<file path="src/rtl/rwave_scan_ctrl.sv">
// R-wave peak scanner: reads a window of ECG samples from memory and reports the
// largest sample above threshold (earliest on ties), with window checking and ack timeout.
module rwave_scan_ctrl #(
    parameter int DATA_W  = 16,
    parameter int POS_W   = 12,
    parameter int MAX_WIN = 256,
    parameter int ACK_TMO = 15
) (
    input  logic              clk,
    input  logic              Reset,
    input  logic              Enable,
    input  logic              start,
    input  logic [POS_W-1:0]  win_begin,
    input  logic [POS_W-1:0]  win_end,
    input  logic [DATA_W-1:0] thr,
    output logic              mem_req,
    output logic [POS_W-1:0]  mem_addr,
    input  logic              mem_ack,
    input  logic [DATA_W-1:0] mem_data,
    output logic              busy,
    output logic [DATA_W-1:0] r_peak,
    output logic [POS_W-1:0]  r_peak_pos,
    output logic              Rp,
    output logic              done,
    output logic              err
);

    localparam int unsigned TMO_W = (ACK_TMO > 1) ? $clog2(ACK_TMO) : 1;
    localparam logic signed [DATA_W-1:0] MOST_NEG = {1'b1, {(DATA_W-1){1'b0}}};

    typedef enum logic [1:0] {S_IDLE, S_CHECK, S_SCAN, S_DONE} state_t;

    state_t                   state;
    logic [POS_W-1:0]         wb_q;
    logic [POS_W-1:0]         we_q;
    logic [POS_W-1:0]         addr;
    logic [POS_W-1:0]         pos;
    logic signed [DATA_W-1:0] thr_q;
    logic signed [DATA_W-1:0] best;
    logic                     found;
    logic [TMO_W-1:0]         tmo_cnt;
    logic                     req_q;
    logic                     done_q;

    logic [POS_W:0]           win_len;
    logic                     bad_win;
    logic signed [DATA_W-1:0] sample;
    logic                     ack_c;
    logic                     upd_c;
    logic                     found_c;
    logic signed [DATA_W-1:0] best_c;
    logic [POS_W-1:0]         pos_c;

    // Freeze gates the request and completion strobe immediately, not a cycle late
    assign mem_req  = req_q & Enable;
    assign done     = done_q & Enable;
    assign mem_addr = addr;

    // Window check and running-peak update including the sample acked this cycle
    always_comb begin
        win_len = {1'b0, we_q} - {1'b0, wb_q} + (POS_W+1)'(1);
        bad_win = (we_q < wb_q) || (32'(win_len) > 32'(MAX_WIN));
        sample  = $signed(mem_data);
        ack_c   = (state == S_SCAN) && mem_ack;
        upd_c   = ack_c && (sample > thr_q) && (sample > best);
        found_c = found | upd_c;
        best_c  = upd_c ? sample : best;
        pos_c   = upd_c ? addr : pos;
    end

    always_ff @(posedge clk or posedge Reset) begin
        if (Reset) begin
            state      <= S_IDLE;
            wb_q       <= '0;
            we_q       <= '0;
            addr       <= '0;
            pos        <= '0;
            thr_q      <= '0;
            best       <= '0;
            found      <= 1'b0;
            tmo_cnt    <= '0;
            req_q      <= 1'b0;
            done_q     <= 1'b0;
            busy       <= 1'b0;
            r_peak     <= '0;
            r_peak_pos <= '0;
            Rp         <= 1'b0;
            err        <= 1'b0;
        end else if (Enable) begin
            case (state)
                S_IDLE: begin
                    if (start) begin
                        state <= S_CHECK;
                        busy  <= 1'b1;
                        wb_q  <= win_begin;
                        we_q  <= win_end;
                        thr_q <= $signed(thr);
                    end
                end
                S_CHECK: begin
                    tmo_cnt <= '0;
                    found   <= 1'b0;
                    if (bad_win) begin
                        state      <= S_DONE;
                        err        <= 1'b1;
                        done_q     <= 1'b1;
                        Rp         <= 1'b0;
                        r_peak     <= '0;
                        r_peak_pos <= '0;
                    end else begin
                        state <= S_SCAN;
                        addr  <= wb_q;
                        best  <= MOST_NEG;
                        err   <= 1'b0;
                        req_q <= 1'b1;
                    end
                end
                S_SCAN: begin
                    if (ack_c) begin
                        tmo_cnt <= '0;
                        best    <= best_c;
                        pos     <= pos_c;
                        found   <= found_c;
                        if (addr == we_q) begin
                            state      <= S_DONE;
                            req_q      <= 1'b0;
                            done_q     <= 1'b1;
                            Rp         <= found_c;
                            r_peak     <= found_c ? best_c : '0;
                            r_peak_pos <= found_c ? pos_c : '0;
                        end else begin
                            addr <= addr + POS_W'(1);
                        end
                    end else if (tmo_cnt == TMO_W'(ACK_TMO - 1)) begin
                        state      <= S_DONE;
                        err        <= 1'b1;
                        found      <= 1'b0;
                        req_q      <= 1'b0;
                        done_q     <= 1'b1;
                        Rp         <= 1'b0;
                        r_peak     <= '0;
                        r_peak_pos <= '0;
                    end else begin
                        tmo_cnt <= tmo_cnt + TMO_W'(1);
                    end
                end
                S_DONE: begin
                    state  <= S_IDLE;
                    done_q <= 1'b0;
                    busy   <= 1'b0;
                end
                default: state <= S_IDLE;
            endcase
        end
    end

endmodule

</file>
<file path="config.mk">
export PLATFORM = sky130hd
export DESIGN_NAME = rwave_scan_ctrl
export DESIGN_NICKNAME = d
export VERILOG_FILES = /design/src/rtl/rwave_scan_ctrl.sv
export SDC_FILE = /design/constraint.sdc
export NUM_CORES = 1
export LEC_CHECK = 0
export BUFFER_PORTS_ARGS = -buffer_cell sky130_fd_sc_hd__buf_2
export CORE_MARGIN = 2
export CORE_UTILIZATION = 45
export CTS_CLUSTER_DIAMETER = 150
export CTS_CLUSTER_SIZE = 30
export DETAILED_ROUTE_END_ITERATION = 10
export PLACE_DENSITY = 0.8
export SYNTH_ARGS = -nofsm -noshare
export SYNTH_HDL_FRONTEND = slang
export SYNTH_SLANG_ARGS = --single-unit
</file>
<file path="constraint.sdc">
create_clock -name clk -period 3.8 [get_ports clk]
set_clock_uncertainty 0.05 [all_clocks]
set_input_delay 0.57 -clock clk [delete_from_list [all_inputs] [get_ports clk]]
set_output_delay 0.57 -clock clk [all_outputs]
set_load 0.1 [all_outputs]
</file>
=== After elaboration in Yosys (flattened, before gate mapping) ===
Cells that the tools add are included.

* Add/sub/neg operators: 4
* Multiplexer cells: 51
* Reduce and logical (&&, ||, !) cells: 20
* Eq/ne operators: 15
* Bitwise logic cells: 3
* Order comparisons: 4

{| class="wikitable"
|+ Operator list
! operator !! count
|-
| $mux 16 || 8
|-
| $mux 12 || 9
|-
| $pmux 16 s2 || 2
|-
| $pmux 12 s2 || 2
|-
| $gt 16x16->1 || 2
|-
| $reduce_and 5->1 || 4
|-
| $mux 1 || 16
|-
| $reduce_and 3->1 || 5
|-
| $add 13x1->13 const B || 1
|-
| $gt 13x9->1 const B || 1
|-
| $sub 12x12->13 || 1
|-
| $add 12x1->12 const B || 1
|-
| $eq 12x12->1 || 1
|-
| $lt 12x12->1 || 1
|-
| $ne 2x2->1 const B || 6
|-
| $reduce_and 4->1 || 3
|-
| $pmux 1 s2 || 5
|-
| $mux 2 || 4
|-
| $mux 4 || 2
|-
| $pmux 2 s4 || 1
|-
| $pmux 4 s2 || 1
|-
| $ne 3x2->1 const B || 2
|-
| $add 4x1->4 const B || 1
|-
| $eq 2x2->1 const B || 2
|-
| other kinds (12) || 16
|}

* Output and inout port bits: 45
* Register bits after elaboration: 120

=== Logic depth before layout (Yosys ltp) ===
Gate-level depths: netlist of the first run.

* Word-level depth: 9
* Mapped depth: 15

=== Least setup slack after synthesis of the first run ===
OpenSTA, ideal clock, no wires.

* Path kind: register to register
* Start: register we_q[1]
* End: register best[0]
* Setup slack: 228 ps
* Cell stages (with the launch flop): 14
* Clock period less this slack: 3572 ps
* Path buffers: 1
* Arrival time: 3401 ps
* Cells stage by stage: dfrtp_1 ha_1 inv_1 ha_1 fa_1 nand2b_1 a211oi_1 or4b_1 a32o_1 o211a_1 o31ai_4 o211ai_4 buf_2 a22o_1

* Longest elaborated chain between the ends: 6

{| class="wikitable"
|+ RTL lines
! item !! line !! source
|-
| start, declared || 35 || <nowiki>logic [POS_W-1:0] we_q;</nowiki>
|-
| start signal, assigned || 96 || <nowiki>we_q <= win_end;</nowiki>
|-
| $sub 12x12->13 || 61 || <nowiki>win_len = {1'b0, we_q} - {1'b0, wb_q} + (POS_W+1)'(1);</nowiki>
|-
| $add 13x1->13 || 61 ||
|-
| $gt 13x9->1 || 62 || <nowiki>bad_win = (we_q < wb_q) || (32'(win_len) > 32'(MAX_WIN));</nowiki>
|-
| $logic_or 1x1->1 (*) || 62 ||
|-
| $ne 2x2->1 (no source line) (*) || n/a ||
|-
| $reduce_and 4->1 (no source line) (*) || n/a ||
|-
| end signal, assigned || 121 || <nowiki>best <= best_c;</nowiki>
|-
| end, declared || 39 || <nowiki>logic signed [DATA_W-1:0] best;</nowiki>
|}

Every way passes the cells marked *; elsewhere a longest branch is shown, timed or not.
A chain may end at the register's enable or synchronous reset.

=== Final worst setup path of the first run ===
* Start: register we_q[1]
* End: register addr[5], in the netlist mem_addr[5]

* Longest elaborated chain between the ends: 6

{| class="wikitable"
|+ RTL lines
! item !! line !! source
|-
| $sub 12x12->13 || 61 ||
|-
| $add 13x1->13 || 61 ||
|-
| $gt 13x9->1 || 62 ||
|-
| $logic_or 1x1->1 || 62 ||
|-
| $ne 2x2->1 (no source line) || n/a ||
|-
| $reduce_and 5->1 (no source line) (*) || n/a ||
|-
| end signal, assigned || 112 || <nowiki>addr <= wb_q;</nowiki>
|-
| end signal, assigned || 132 || <nowiki>addr <= addr + POS_W'(1);</nowiki>
|-
| end, declared || 36 || <nowiki>logic [POS_W-1:0] addr;</nowiki>
|}

Marks and branches as above.

==> qor.csv, run 1 <==
metric;value;unit
viasPerCell;5.76;
syn_inst;684;
yosysWarnings;0;
cap_viol_max_count;0;
grtUsageMet2;0.334;
root_buffer;clkbuf_16;
cts_sinks;120;
grt_use_met3;0.0475;
dpl.hpwl;12800;um
slew-limit-headroom;0.559;
outcome;finished clean;
seq_area;3000;um2
critPathTopFamily;compound AO/OA/AOI/OAI gates;
n_fill_cell;1344;
fp.dieArea;17300;um2
final_common_cell;dfrtp_1;
synth_top_area_share;0.410;
yosysSeqAreaShare;0.410;
synthDistinctLibCells;61;
path_clk_slew;0.06;ns
ir_worst_vdd;0.618;mV
pin_count;106;
grt_use_total;0.215;
cts_tree;done;
crit_fanout;6;
critPathRequiredTime;4.06;ns
syn_area;7330;um2
final_cell_mix;dfrtp_1, buf_2, inv_1, ha_1, mux2_2;
gp_congestion;0.897;
core_area;15900;um2
synth_enable_flop_cells;0;
grtUsageMet1;0.292;
critPathCaptureType;register;
antenna_found_initial;0;
syn2layout_area_growth;21.4;%
critPathArrivalTime;3.95;ns
post-route-drc-count;0;
die_width;132;um
grt_overflow;0;
worstMarginPinSlew;0.661;ns
clk_path_buf_depth;2;
yosysTopAreaCell;dfrtp_1;
grt_pass1_vias;5817;
path_cells;ha_1 > inv_1 > ha_1 > fa_2 > nand2b_4 > a211oi_2 > or4b_1 > a32o_1 > o211a_4 > o31ai_4 > buf_12 > buf_4 > a21boi_0 > a221o_1;
slowest_delay;0.47;ns
cp_num_buf_inv;3;
wl;18300;um
slew_viol_final;0;
top_usage_layer;met2;
p_total;0.00880;W
period_needed;3.69;ns
timing.critical_path.mode_cell;ha_1;
fp.dieH;132;um
synth.area.top_cells;dfrtp_1, ha_1, mux2_2;
drt_first_pass_iters;5;
syn_nets;815;
worstHoldPathType;in -> async;
initial_utilization;0.461;
max_clock_freq;271;MHz
synth_seq_cells;120;
synthArstFlopShare;1.00;
dp_cells;997;
finalCritPeriodShare;0.972;
multi_input_area;4000;um2
grt_max_degree;78;
numCtsBuffers;17;
grt_first_pass_wirelength;29800;um
crit_type;reg -> reg;
hold_viol_final;0;
first_iter_violations;458;
postCtsHoldBufs;0;
dr_total_vias;5941;
crit_path_start_kind;register;
nets;935;
drive_gt1_frac;0.289;
antenna_cells;0;
clk_latency;0.43;ns
synth.avg_cell_area;10.7;um2
p_per_area;989;nW/um2
fp-row-count;46;
antenna_left;0;
fin_cells;1032;
cts_max_level;4;
io_buffers;105;
slowest_stage;or4b_1;
synth_top_flop_cell;dfrtp_1;
wire_per_inst;17.7;um
leakagePower;4.19;nW
setup_viol;0;
[where the power goes]
group          internal, W  switching, W  total [W]
Combinational      0.00201       0.00297    0.00498
Clock             0.000993      0.000595    0.00159
Sequential         0.00172      0.000509    0.00223
Total              0.00472       0.00408    0.00880
[routing by layer]
layer	part of all wire	vias up
met4	0.031	0
li1	-	2742
met2	0.46	198
met5	0	-
met1	0.45	2956
met3	0.059	45
[sequential cells by signal, summed over array words and instances, names as in the netlist]
signal      count
err             1
we_q           12
Rp              1
wb_q           12
best           16
thr_q          16
pos            12
mem_addr       12
state           2
tmo_cnt         4
found           1
r_peak_pos     12
r_peak         16
req_q           1
busy            1
done_q          1
[logic make-up (layout without fill, tap and decap cells)]
logic type / count (synthesis) / count (layout) / share of synthesized area
buffers and inverters: 100 / 231 / 0.0546
adder cells (fa/ha/maj): 70 / 70 / 0.126
AND/OR/NAND/NOR: 133 / 133 / 0.0965
multiplexers: 88 / 88 / 0.130
XOR/XNOR: 14 / 14 / 0.0167
AO/OA/AOI/OAI: 159 / 160 / 0.167
flip-flops: 120 / 120 / 0.410
[cells in the mapped netlist, drive strengths merged (2+ instances only)]
master and count:
ha 64, or2 2, a221oi 2, a221o 7, nand2 31, nand2b 7
buf 15, o221ai 4, and2 3, nor3 6, a22o 17, and3 10
a21bo 2, a22oi 3, a21oi 21, mux2 55, nor3b 3, dfrtp 120
clkbuf 12, o21a 2, nor2 24, o22ai 4, o211a 3, a211oi 5
a21boi 2, nand4 10, a211o 2, inv 73, mux2i 33, and4 3
o41ai 6, nand3 13, o2bb2ai 28, xnor2 14, o211ai 6, o21ai 24
fa 6, nor4 2, nand3b 2, nor2b 13, a41oi 5, a21o 4
a31oi 5
[final timing paths]
path	startpoint	end	slack, ns	cells after the start
setup / recovery	we_q[1]	mem_addr[5]	0.11	14
hold / removal	Reset	tmo_cnt[0]	0.07	2
setup reg to reg	we_q[1]	mem_addr[5]	0.11	14
hold reg to reg	r_peak[12]	r_peak[12]	0.43	1
max in group asynchronous	Reset	wb_q[11]	2.90	3
min in group clk	thr[2]	thr_q[2]	0.32	2
[cell type report]
class / instances / share of cell area
inverter: 73 / 0.0312
clock inverter: 11 / 0.0141
timing repair buffer: 127 / 0.0861
tap: 216 / 0.0304
clock buffer: 20 / 0.0513
sequential: 120 / 0.338
multi-input combinational: 465 / 0.449
[per-stage QoR]
stage	utilization	setup TNS (ns)	instance area, um2	hold slack, ns	worst slack, ns
6_report	0.560	0	8890	0.0658	0.106
5_1_grt	0.560	-0.227	8890	0.0871	-0.0563
4_1_cts	0.554	0	8800	0.0711	0.0444
3_5_place_dp	0.518	0	8220	0.422	0.0683
3_3_place_gp	0.518	0	8220	0.416	0.182
2_1_floorplan	-	0	7330	0.398	0.228
[repair_timing]
action / in CTS / in global routing
endpoints found under the setup margin: 0 / 28
gates resized for setup: 0 / 9
buffers inserted: 0 / 3
No activity file was read; power rests on OpenSTA's default activity.
==> run 2: changes to the inputs <==
Settings changed: CORE_UTILIZATION 45 to 39, PLACE_DENSITY 0.8 to 0.7.
Clock period 3.8 ns to 4.2 ns, I/O delays scaled along.
==> run 2 against run 1 <==
Combinational power decreased by 17%. Critical endpoint is now mem_addr[0]. Final cell count is 0.58% higher. Design area is 1.5% lower. Largest power group unchanged. Wire length is 3.0% lower. Total power decreased by 13%. Clock-buffer cell count increased by 4. Hold slack improved by 0.32 ns. Via count down 4.2%. Worst setup slack improved by 0.25 ns. Register-to-register slack better by 0.25 ns. Sequential cell count did not move. Critical path depth is 2 lower.
==> qor.csv, run 2 (synthesis gave the netlist of run 1 again) <==
metric;value;unit
critPathArrivalTime;4.09;ns
top_regs;best: 16 flops, r_peak: 16 flops, thr_q: 16 flops;
setup_viol;0;
nets;923;
grt_pass1_vias;5466;
cts_max_level;4;
grt_max_degree;74;
crit_path_start_kind;register;
fin_cells;1038;
setup_tns;0;ns
cts-resized-gates;0;
period_needed;3.84;ns
p_per_area;877;nW/um2
wire_per_inst;17.1;um
fp.dieH;141;um
clk_path_buf_depth;2;
max_clock_freq;260;MHz
critPathCaptureType;register;
drive_gt1_frac;0.265;
worst_slack;0.361;ns
post-route-drc-count;0;
cts_setup_buffers;0;
final_common_cell;dfrtp_1;
slew-limit-headroom;0.359;
first_iter_violations;348;
finalCritPeriodShare;0.914;
die_width;141;um
antenna_found_initial;0;
slew_viol_final;0;
worstHoldPathType;in -> async;
pin_count;106;
drt_first_pass_iters;5;
antenna_left;0;
dr_total_vias;5690;
dpl.hpwl;12900;um
cts_sinks;120;
p_total;0.00768;W
rsz0062_at_grt;no;
dp_cells;1005;
grt_overflow;0;
syn2layout_area_growth;19.5;%
cts_tree;done;
postCtsHoldBufs;0;
fp-row-count;50;
io_buffers;105;
path_clk_slew;0.05;ns
crit_type;reg -> reg;
gp_congestion;0.902;
final_cell_mix;dfrtp_1, buf_2, inv_1, ha_1, mux2_2;
grt_use_total;0.181;
crit_fanout;9;
cap_viol_max_count;0;
fp.dieArea;19900;um2
hold_viol_final;0;
pre_cts_slack;0.335;ns
core_area;18600;um2
viasPerCell;5.48;
outcome;finished clean;
worstMarginPinSlew;0.962;ns
critPathRequiredTime;4.46;ns
root_buffer;clkbuf_16;
leakagePower;4.14;nW
initial_utilization;0.394;
numCtsBuffers;17;
wl;17700;um
clk_latency;0.42;ns
antenna_cells;0;
ir_worst_vdd;0.573;mV
grt_first_pass_wirelength;28600;um
[run 2: cell types whose count changed in the layout (fill, tap and decap cells not counted), sizes merged]
| cell | change |
|---|---|
| clkinvlp | -5 |
| clkbuf | +4 |
| clkinv | -2 |
| inv | +1 |
| bufinv | +2 |
| o211ai | -1 |
| buf | -11 |
[run 2: worst max-delay path, cell delays in order, from the launching register on]
cell,delay [ns]
dfrtp_1,0.42
ha_1,0.30
inv_1,0.05
ha_1,0.21
fa_1,0.42
nand2b_1,0.14
a211oi_1,0.12
or4b_1,0.47
a32o_1,0.25
o211ai_1,0.26
a31oi_2,0.25
nor2_1,0.40
mux2_2,0.38
[run 2: layout make-up]
| cell class | instances | area (um2) |
|---|---|---|
| clock buffer | 24 | 482 |
| clock inverter | 7 | 141 |
| fill | 1662 | 9820 |
| inverter | 73 | 277 |
| multi-input combinational | 464 | 3940 |
| sequential | 120 | 3000 |
| tap | 234 | 293 |
| timing repair buffer | 116 | 621 |
[run 2: final timing paths]
check | from | to | slack, ns | depth (start not counted)
max | we_q[1] | mem_addr[0] | 0.36 | 12
max reg2reg | we_q[1] | mem_addr[0] | 0.36 | 12
min | Reset | r_peak_pos[10] | 0.38 | 2
min in group clk | thr[7] | thr_q[7] | 0.38 | 2
min reg2reg | r_peak[11] | r_peak[11] | 0.43 | 1
max in group asynchronous | Reset | wb_q[4] | 2.93 | 3
[run 2: through the flow]
stage,utilization,area [um2],hold slack (ns)
2_1_floorplan,-,7330,0.398
3_3_place_gp,0.437,8120,0.419
3_5_place_dp,0.437,8120,0.419
4_1_cts,0.471,8740,0.378
5_1_grt,0.471,8760,0.379
6_report,0.471,8760,0.384
[run 2: report_power, final]
| group | switching (W) | total (W) | internal [W] |
|---|---|---|---|
| combinational | 0.00250 | 0.00411 | 0.00161 |
| clock | 0.000515 | 0.00155 | 0.00104 |
| sequential | 0.000462 | 0.00202 | 0.00156 |
[run 2: metal layers]
metal,share of wire,global-route usage,vias to the layer above
li1,-,-,2728
met1,0.48,0.251,2787
met2,0.45,0.281,150
met3,0.054,0.0418,25
met4,0.014,0.0611,0
met5,0,0,-
==> run 3: changes to the inputs <==
Settings changed: BUFFER_PORTS_ARGS -buffer_cell sky130_fd_sc_hd__buf_2 to -buffer_cell sky130_fd_sc_hd__buf_4.
==> run 3 against run 2 <==
Hold slack worse by 0.0062 ns. Via count increased by 0.67%. First-iteration DRC count decreased by 6.0%.
==> qor.csv, run 3 (synthesis gave the netlist of run 1 again) <==
metric;value;unit
post-route-drc-count;0;
syn2layout_area_growth;24.1;%
critPathRequiredTime;4.46;ns
pin_count;106;
ir_worst_vdd;0.678;mV
path_clk_slew;0.06;ns
finalCritPeriodShare;0.923;
crit_type;reg -> reg;
fp.dieH;141;um
clk_path_buf_depth;2;
max_clock_freq;258;MHz
cts_tree;done;
clk_latency;0.42;ns
initial_utilization;0.394;
top_regs;best: 16 flops, r_peak: 16 flops, thr_q: 16 flops;
outcome;finished clean;
core_area;18600;um2
grt_first_pass_wirelength;29600;um
antenna_cells;0;
worstMarginPinSlew;0.947;ns
crit_path_start_kind;register;
antenna_left;0;
grt_pass1_vias;5682;
viasPerCell;5.49;
cts_sinks;120;
grt_use_met3;0.0370;
fp-row-count;50;
critPathArrivalTime;4.13;ns
root_buffer;clkbuf_16;
seq_area;3000;um2
cts_setup_buffers;0;
numCtsBuffers;17;
setup_tns;0;ns
grt_max_degree;77;
first_iter_violations;327;
worstHoldPathType;in -> async;
n_fill_cell;1683;
slew_viol_final;0;
crit_fanout;16;
slew-limit-headroom;0.368;
leakagePower;4.25;nW
pre_cts_slack;0.198;ns
hold_viol_final;0;
grtUsageMet1;0.259;
fp.dieArea;19900;um2
period_needed;3.88;ns
rsz0062_at_grt;no;
die_width;141;um
cap_viol_max_count;0;
final_common_cell;buf_4;
wl;18000;um
top_usage_layer;met2;
grt_use_total;0.188;
dr_total_vias;5728;
gp_congestion;0.890;
final_cell_mix;buf_4, dfrtp_1, inv_1, ha_1, mux2_2;
grt_overflow;0;
fin_hold_ws;0.378;ns
grtUsageMet2;0.294;
dpl.hpwl;13400;um
antenna_found_initial;0;
setup_viol;0;
critPathCaptureType;register;
io_buffers;105;
drt_first_pass_iters;4;
cts_max_level;4;
nets;929;
multi_input_area;3950;um2
drive_gt1_frac;0.273;
wire_per_inst;17.2;um
p_per_area;865;nW/um2
worst_slack;0.323;ns
[run 3: changes by cell type in the layout (fill, tap and decap cells not counted), sizes merged]
cell    before  now
bufinv       4    5
buf        116  122
inv         73   74
clkbuf      24   21
clkinv       2    3
[run 3: final cells by class]
type                            instances  share of cell area
Multi-Input combinational cell        464               0.435
Sequential cell                       120               0.330
Timing Repair Buffer                  122               0.101
Clock buffer                           21              0.0506
Tap cell                              234              0.0322
Inverter                               73              0.0304
Clock inverter                         10              0.0212
[run 3: worst paths after layout]
kind | from | endpoint | slack (ns) | depth (start not counted)
setup reg to reg | wb_q[1] | r_peak[4] | 0.32 | 14
hold reg to reg | tmo_cnt[3] | tmo_cnt[3] | 0.43 | 1
hold / removal | Reset | tmo_cnt[1] | 0.38 | 2
max in group asynchronous | Reset | pos[6] | 2.81 | 3
min in group clk | thr[15] | thr_q[15] | 0.38 | 2
setup / recovery | wb_q[1] | r_peak[4] | 0.32 | 14
[run 3: per-layer routing]
| metal | up-vias | part of all wire |
|---|---|---|
| met5 | - | 0 |
| met4 | 0 | 0.022 |
| met3 | 29 | 0.042 |
| met2 | 133 | 0.46 |
| met1 | 2833 | 0.47 |
| li1 | 2733 | - |
[run 3: per-stage QoR]
step / total power, W / cell area (um2) / instances / utilization
6_report: 0.00786 / 9090 / 1044 / 0.489
3_3_place_gp: 0.00608 / 8430 / 1013 / 0.454
3_5_place_dp: 0.00619 / 8430 / 1013 / 0.454
2_1_floorplan: 0.00519 / 7330 / 684 / -
4_1_cts: 0.00788 / 9080 / 1044 / 0.489
5_1_grt: 0.00842 / 9090 / 1044 / 0.489
[run 3: repair_timing]
| action | CTS | global route |
|---|---|---|
| resized for setup | 0 | 1 |
| hold buffers | 0 | 0 |
| endpoints found under the setup margin | 0 | 15 |
[run 3: worst max-delay path, cell delays in order, from the launching register on]
cell       delay, ns
dfrtp_1         0.38
inv_1           0.06
ha_1            0.29
inv_1           0.06
ha_1            0.22
fa_1            0.43
nand2b_1        0.14
a211oi_1        0.13
or4b_1          0.48
a32o_1          0.25
o211ai_1        0.29
nand4_1         0.29
o2111ai_4       0.32
buf_4           0.27
o2bb2ai_1       0.09
[run 3: power by group]
part / internal (W) / switching (W) / total, W
combinational: 0.00169 / 0.00253 / 0.00422
sequential: 0.00156 / 0.000459 / 0.00202
clock: 0.00109 / 0.000541 / 0.00163
total: 0.00434 / 0.00353 / 0.00786
